**config.mk**
```make
export PLATFORM = sky130hd
export DESIGN_NAME = gin_spike_accumulator_flat
export DESIGN_NICKNAME = d
export VERILOG_FILES = /design/src/rtl/gin_spike_accumulator_pkg.sv /design/src/rtl/gin_spike_accumulator_if.sv /design/src/rtl/gin_sat_adder.sv /design/src/rtl/gin_spike_accumulator.sv /design/src/flat_wrapper.sv
export SDC_FILE = /design/constraint.sdc
export NUM_CORES = 1
export LEC_CHECK = 0
export BUFFER_PORTS_ARGS = -buffer_cell sky130_fd_sc_hd__buf_2
export CAP_MARGIN = 20
export CORE_MARGIN = 3
export CORE_UTILIZATION = 40
export DETAILED_ROUTE_END_ITERATION = 12
export HOLD_SLACK_MARGIN = 0.03
export MAX_ROUTING_LAYER = met4
export SYNTH_ARGS = -nofsm -noshare
export SYNTH_HDL_FRONTEND = slang
export SYNTH_SLANG_ARGS = --single-unit
```
**constraint.sdc**
```tcl
create_clock -name Clock -period 4.4 [get_ports Clock]
set_clock_uncertainty 0.1 [all_clocks]
set_input_delay 0.22 -clock Clock [delete_from_list [all_inputs] [get_ports Clock]]
set_output_delay 0.22 -clock Clock [all_outputs]
set_load 0.02 [all_outputs]
```
**src/rtl/gin_spike_accumulator_pkg.sv**
```systemverilog
// Shared Q-format constants and FSM encoding for the conductance datapath.
// The leak unit and the spike accumulator both import this package.
package gin_spike_accumulator_pkg;
  localparam int GIN_INTEGER_WIDTH = 32;
  localparam int GIN_FRAC_WIDTH    = 32;
  localparam int GIN_DATA_WIDTH    = GIN_INTEGER_WIDTH + GIN_FRAC_WIDTH;
  localparam int GIN_COUNT_WIDTH   = 16;

  typedef enum logic [1:0] {
    IDLE   = 2'd0,
    ACCUM  = 2'd1,
    OUTPUT = 2'd2
  } gin_state_t;
endpackage

```
**src/rtl/gin_spike_accumulator_if.sv**
```systemverilog
// Timestep control, weight stream and result handshake of the spike accumulator.
interface gin_spike_accumulator_if
  import gin_spike_accumulator_pkg::*;
#(
  parameter int DATA_WIDTH  = GIN_DATA_WIDTH,
  parameter int COUNT_WIDTH = GIN_COUNT_WIDTH
);
  logic                          Start;
  logic signed [DATA_WIDTH-1:0]  ginIn;
  logic                          WeightValid;
  logic                          WeightReady;
  logic signed [DATA_WIDTH-1:0]  Weight;
  logic                          WeightLast;
  logic                          Finish;
  logic signed [DATA_WIDTH-1:0]  ginOut;
  logic                          OutValid;
  logic                          OutReady;
  logic        [COUNT_WIDTH-1:0] EventCount;
  logic                          Saturated;
  logic                          Busy;

  modport master (
    output Start, ginIn, WeightValid, Weight, WeightLast, Finish, OutReady,
    input  WeightReady, ginOut, OutValid, EventCount, Saturated, Busy
  );

  modport slave (
    input  Start, ginIn, WeightValid, Weight, WeightLast, Finish, OutReady,
    output WeightReady, ginOut, OutValid, EventCount, Saturated, Busy
  );
endinterface

```
**src/rtl/gin_sat_adder.sv**
```systemverilog
// Combinational signed add with one guard bit, clipped to the word range.
module gin_sat_adder
  import gin_spike_accumulator_pkg::*;
#(
  parameter int DATA_WIDTH = GIN_DATA_WIDTH
) (
  input  logic signed [DATA_WIDTH-1:0] a,
  input  logic signed [DATA_WIDTH-1:0] b,
  output logic signed [DATA_WIDTH-1:0] sum,
  output logic                         ovf
);
  logic signed [DATA_WIDTH:0] wide;

  // Guard bit disagreeing with the word MSB means the true sum left the range.
  function automatic logic signed [DATA_WIDTH-1:0] saturate(input logic signed [DATA_WIDTH:0] x);
    if (x[DATA_WIDTH] != x[DATA_WIDTH-1])
      return x[DATA_WIDTH] ? {1'b1, {(DATA_WIDTH-1){1'b0}}} : {1'b0, {(DATA_WIDTH-1){1'b1}}};
    return x[DATA_WIDTH-1:0];
  endfunction

  assign wide = {a[DATA_WIDTH-1], a} + {b[DATA_WIDTH-1], b};
  assign ovf  = wide[DATA_WIDTH] ^ wide[DATA_WIDTH-1];
  assign sum  = saturate(wide);
endmodule

```
**src/rtl/gin_spike_accumulator.sv**
```systemverilog
// Accumulates synaptic weights onto the leaked conductance over one timestep
// and presents the clipped result through a valid/ready handshake.
module gin_spike_accumulator
  import gin_spike_accumulator_pkg::*;
#(
  parameter int INTEGER_WIDTH   = GIN_INTEGER_WIDTH,
  parameter int DATA_WIDTH_FRAC = GIN_FRAC_WIDTH,
  parameter int DATA_WIDTH      = INTEGER_WIDTH + DATA_WIDTH_FRAC,
  parameter int COUNT_WIDTH     = GIN_COUNT_WIDTH
) (
  input  logic                     Clock,
  input  logic                     Reset,
  gin_spike_accumulator_if.slave   bus
);
  gin_state_t                    state, state_next;
  logic signed [DATA_WIDTH-1:0]  acc;
  logic signed [DATA_WIDTH-1:0]  sum;
  logic                          ovf;
  logic        [COUNT_WIDTH-1:0] count;
  logic                          sat;
  logic                          accept;

  gin_sat_adder #(.DATA_WIDTH(DATA_WIDTH)) u_add (
    .a   (acc),
    .b   (bus.Weight),
    .sum (sum),
    .ovf (ovf)
  );

  assign accept = bus.WeightValid && (state == ACCUM);

  always_comb begin
    state_next = state;
    case (state)
      IDLE:    if (bus.Start) state_next = ACCUM;
      // A closing weight is still absorbed on the same edge that leaves ACCUM.
      ACCUM:   if ((accept && bus.WeightLast) || bus.Finish) state_next = OUTPUT;
      OUTPUT:  if (bus.OutReady) state_next = IDLE;
      default: state_next = IDLE;
    endcase
  end

  always_ff @(posedge Clock) begin
    if (!Reset) begin
      state <= IDLE;
      acc   <= '0;
      count <= '0;
      sat   <= 1'b0;
    end else begin
      state <= state_next;
      if (state == IDLE && bus.Start) begin
        acc   <= bus.ginIn;
        count <= '0;
        sat   <= 1'b0;
      end else if (accept) begin
        acc   <= sum;
        count <= (&count) ? count : count + 1'b1;
        sat   <= sat | ovf;
      end
    end
  end

  assign bus.WeightReady = (state == ACCUM);
  assign bus.OutValid    = (state == OUTPUT);
  assign bus.ginOut      = acc;
  assign bus.EventCount  = count;
  assign bus.Saturated   = sat;
  assign bus.Busy        = (state != IDLE);
endmodule

```
**src/flat_wrapper.sv**
```systemverilog
// flat-port wrapper written by rule: the top's interface ports become plain ports
module gin_spike_accumulator_flat import gin_spike_accumulator_pkg::*;
#(
  parameter int INTEGER_WIDTH   = GIN_INTEGER_WIDTH,
  parameter int DATA_WIDTH_FRAC = GIN_FRAC_WIDTH,
  parameter int DATA_WIDTH      = INTEGER_WIDTH + DATA_WIDTH_FRAC,
  parameter int COUNT_WIDTH     = GIN_COUNT_WIDTH
)
  (Clock, Reset, bus_Start, bus_ginIn, bus_WeightValid, bus_Weight, bus_WeightLast, bus_Finish, bus_OutReady, bus_WeightReady, bus_ginOut, bus_OutValid, bus_EventCount, bus_Saturated, bus_Busy);
  gin_spike_accumulator_if #(.DATA_WIDTH(DATA_WIDTH), .COUNT_WIDTH(COUNT_WIDTH)) bus_i ();
  input  logic Clock;
  input  logic Reset;
  input wire logic [$bits(bus_i.Start)-1:0] bus_Start;
  input wire logic [$bits(bus_i.ginIn)-1:0] bus_ginIn;
  input wire logic [$bits(bus_i.WeightValid)-1:0] bus_WeightValid;
  input wire logic [$bits(bus_i.Weight)-1:0] bus_Weight;
  input wire logic [$bits(bus_i.WeightLast)-1:0] bus_WeightLast;
  input wire logic [$bits(bus_i.Finish)-1:0] bus_Finish;
  input wire logic [$bits(bus_i.OutReady)-1:0] bus_OutReady;
  output wire logic [$bits(bus_i.WeightReady)-1:0] bus_WeightReady;
  output wire logic [$bits(bus_i.ginOut)-1:0] bus_ginOut;
  output wire logic [$bits(bus_i.OutValid)-1:0] bus_OutValid;
  output wire logic [$bits(bus_i.EventCount)-1:0] bus_EventCount;
  output wire logic [$bits(bus_i.Saturated)-1:0] bus_Saturated;
  output wire logic [$bits(bus_i.Busy)-1:0] bus_Busy;
  assign bus_i.Start = bus_Start;
  assign bus_i.ginIn = bus_ginIn;
  assign bus_i.WeightValid = bus_WeightValid;
  assign bus_i.Weight = bus_Weight;
  assign bus_i.WeightLast = bus_WeightLast;
  assign bus_i.Finish = bus_Finish;
  assign bus_i.OutReady = bus_OutReady;
  assign bus_WeightReady = bus_i.WeightReady;
  assign bus_ginOut = bus_i.ginOut;
  assign bus_OutValid = bus_i.OutValid;
  assign bus_EventCount = bus_i.EventCount;
  assign bus_Saturated = bus_i.Saturated;
  assign bus_Busy = bus_i.Busy;
  gin_spike_accumulator #(.INTEGER_WIDTH(INTEGER_WIDTH), .DATA_WIDTH_FRAC(DATA_WIDTH_FRAC), .DATA_WIDTH(DATA_WIDTH), .COUNT_WIDTH(COUNT_WIDTH)) u_core (.Clock(Clock), .Reset(Reset), .bus(bus_i));
endmodule
```
==> run_results.csv <==
group,metric,value,unit
setup_path,reg2reg_from,"u_core.bus.ginOut[0]",
detailed_routing,via_per_inst,5.85,
setup_path,path_class,"flop to flop",
yosys,synth_edf_count,0,
yosys,synth_top_family_by_area,"compound AO/OA/AOI/OAI gates",
floorplanning,core-area,18300,µm²
setup_path,end_kind,"flop",
yosys,synth-simple-area-share,20.7,%
setup_path,crit_cells,13,
placed_design,gp_congestion,0.918,
yosys,synthFlopType,"dfxtp_1",
clocking,cts_buffer_depth,2,
timing,finalSetupTns,0,ns
clocking,htreeDepth,3,
timing,timing.final.crit_share,89.0,%
pwr,p_sw,0.00141,W
finish,num-fill-cells,1914,
yosys,synth.distinct_cells,74,
hold_path,worstHoldPathCells,3,
setup_path,cp_max_fo,19,
setup_path,critPathBufInv,2,
clocking,cts_tree,"built",
global_routing,grt_start_max_net_pins,64,
timing,relSlewSlack,44.7,%
detailed_routing,dr_wl_met2,11.4,mm
pwr,p_clk_share,26.5,%
timing,finalSetupViolCount,0,
yosys,syn_area,7580,µm²
yosys,async_flop_share,0,%
global_routing,grt_pass1_vias,8024,
yosys,ys.warnings.count,0,
pwr,powerDensity,375,nW/µm²
detailed_routing,first_pass_iters,6,
pwr,p_leak,4.13,nW
yosys,ys_seq_area_share,21.9,%
detailed_routing,wl,25.3,mm
floorplanning,ios,219,
yosys,avgSynthCellArea,7.46,µm²
finish,nets,1399,
clocking,clk_pin_slew,0.07,ns
finish,syn2layout_area_growth,20.8,%
setup_path,start_kind,"flop",
pwr,comb_power_share,47.3,%
setup_path,reg2reg_depth,13,
setup_path,crit_start,"u_core.bus.ginOut[0]",
finish,drive_above_1_share,22.9,%
floorplanning,die_h,144,µm
clocking,clock_sinks,83,
finish,multiInputGateArea,5540,µm²
detailed_routing,drt_iter0_drc,555,
timing,period_minus_slack,3.92,ns
yosys,synth_xor_xnor_area_share,7.16,%
clocking,clkLatencyLatePin,0.36,ns
setup_path,critical_path.top_delay_family,"compound AO/OA/AOI/OAI gates",
timing,report.final.hold_viol_count,0,
floorplanning,dieArea,20600,µm²
timing,fmax,255,MHz
clocking,cts_setup_buffers,0,
detailed_routing,num_vias,8377,
hold_path,hold_class,"primary input to flop",
pwr,swShare,41.1,%
setup_path,path_cells,"ha_1, inv_1, fa_1, nand2b_1, a21oi_1, o2111ai_1, nand4_1, nand4bb_1, o311a_1, mux2i_4, buf_4, nand2_1, a21oi_2",
timing,drv_slew,0,
yosys,synthAdderAreaFrac,11.0,%
clocking,clock-root-buffer,"clkbuf_16",
setup_path,crit_arrival,4.11,ns
floorplanning,die_x,144,µm
global_routing,grt_first_pass_wirelength,40.3,mm
job,cap_violations,0,
status,status,"completed",
setup_path,crit_required,4.59,ns
detailed_routing,highest_layer,"met4",
timing,rsz0062_at_grt,"false",
placed_design,port_buffers,218,
detailed_routing,wl_met1,11.9,mm
global_routing,grt-ovfl-total,0,
finish,regArea,1660,µm²
pwr,internal_power,0.00202,W
placed_design,hpwl,19.7,mm
clocking,numCtsBuffers,9,
global_routing,antenna_found_initial,1,
pwr,ir_drop,221,µV
detailed_routing,ant_nets,0,
detailed_routing,drcViolationCount,0,
finish,stdcell_area,9160,µm²
detailed_routing,wire_per_inst,17.7,µm
floorplanning,initial_utilization,41.5,%
detailed_routing,wl_met3,1.62,mm
setup_path,crit_path_top_delay_cell,"mux2i_4",
yosys,synth_fp_nets,1218,
timing,tightest_slew,0.825,ns
yosys,synth_cells,1017,
global_routing,track_usage,24.6,%
hold_path,min_from,"bus_OutReady",
yosys,synth_compound_area_share,33.5,%
setup_path,slowest_delay,0.52,ns
pwr,p_seq_share,26.2,%
finish,final_util,50.1,%
placed_design,postPlaceCellArea,8800,µm²
yosys,synth.area.mux_share,0.709,%
yosys,synth_seq_cells,83,
floorplanning,rows,49,
cell type report:
type | count | area share [%]
clock buffers | 10 | 2.61
multi-input cells | 845 | 60.5
well taps | 229 | 3.13
clock inverters | 6 | 1.23
inverters | 26 | 1.07
flip-flops and latches | 83 | 18.1
repair buffers | 233 | 13.3
diodes | 1 | 0.0273
flip-flops by register name, summed over array words and instances (netlist names):
| register | count |
|---|---|
| u_core.bus.Saturated | 1 |
| u_core.bus.ginOut | 64 |
| u_core.bus.EventCount | 16 |
| u_core.state | 2 |
cells in the mapped netlist (3+ instances only):
master	count	area share, %
nor2b_1	6	0.49
a211o_1	4	0.46
o21ai_1	7	0.46
o31ai_1	6	0.59
o211ai_1	5	0.49
and2_1	8	0.66
nor4_1	5	0.41
xor2_1	28	3.2
a221oi_1	5	0.58
dfxtp_1	83	22
a21oi_2	10	1.2
o221a_2	3	0.45
o221ai_1	59	6.8
nor4b_1	3	0.35
o21a_1	13	1.3
o21bai_1	14	1.4
nand4_1	28	2.3
o21ai_0	53	3.5
o31a_1	4	0.46
ha_1	65	11
a31oi_1	6	0.49
nor3_1	13	0.86
nand3_1	27	1.8
clkbuf_1	34	1.7
a21oi_1	133	8.8
and3_1	5	0.41
nand2b_1	15	1.2
buf_2	26	1.7
or3_1	5	0.41
a211oi_1	15	1.5
nand2_1	125	6.2
nor2_1	78	3.9
a21o_1	11	1.1
inv_1	25	1.2
xnor2_1	34	3.9
a21boi_0	4	0.40
a22oi_1	3	0.30
timing repair:
item,4_1_cts,5_1_grt
hold buffers,1,0
gates resized for setup,0,0
hold endpoints to repair,1,0
cells in the final DEF, fill, tap and decap left out, types with 34 or more instances in the layout:
master and n:
o221ai_1 59, a21oi_1 133, nand2_1 123, buf_2 218
ha_1 65, o21ai_0 53, nor2_1 78, xnor2_1 34
dfxtp_1 83
power groups by stage:
| stage | combinational (W) | sequential (W) | clock [W] |
|---|---|---|---|
| 2_1_floorplan | 0.00108 | 0.000997 | 0 |
| 3_3_place_gp | 0.00160 | 0.000914 | 0 |
| 3_5_place_dp | 0.00160 | 0.000915 | 0 |
| 4_1_cts | 0.00162 | 0.000899 | 0.000935 |
| 5_1_grt | 0.00180 | 0.000910 | 0.000964 |
| 6_report | 0.00162 | 0.000899 | 0.000912 |
path summary, 6_finish.rpt:
path	end	slack, ns
worst max-delay path	u_core.bus.ginOut[28]	0.48
worst min-delay path	u_core.state[1]	0.04
worst max register to register	u_core.bus.ginOut[28]	0.48
worst min register to register	u_core.state[0]	0.38
cells by family after synthesis:
kind of cell / count (synthesis)
AOI/OAI and AO/OA: 379
xor gates and xnor gates: 62
adders and majority gates: 66
buffers and inverters: 89
DFF: 83
muxes: 4
and+or+nand+nor: 334
worst reg2reg max path: stages, from the launching register on:
cell	delay (ns)
dfxtp_1	0.34
ha_1	0.22
inv_1	0.07
fa_1	0.38
nand2b_1	0.19
a21oi_1	0.26
o2111ai_1	0.28
nand4_1	0.23
nand4bb_1	0.23
o311a_1	0.41
mux2i_4	0.52
buf_4	0.36
nand2_1	0.13
a21oi_2	0.13
layer usage:
metal	global-route usage (%)	up-vias
met5	-	-
met4	6.14	0
met3	4.59	26
met2	38.2	258
met1	33.1	3921
li1	-	4172
per-stage QoR:
| stage | setup slack [ns] | std cells | total power (W) | hold slack [ns] |
|---|---|---|---|---|
| after global placement | 0.500 | 1415 | 0.00252 | 0.349 |
| final | 0.483 | 1433 | 0.00344 | 0.0413 |
| after CTS | 0.465 | 1432 | 0.00345 | 0.0309 |
| after floorplan | 1.13 | 1017 | 0.00208 | 0.261 |
| after global routing | 0.148 | 1433 | 0.00367 | 0.0428 |
| after detailed placement | 0.513 | 1415 | 0.00252 | 0.369 |
Note: power is estimated with default switching activity, not from simulation.
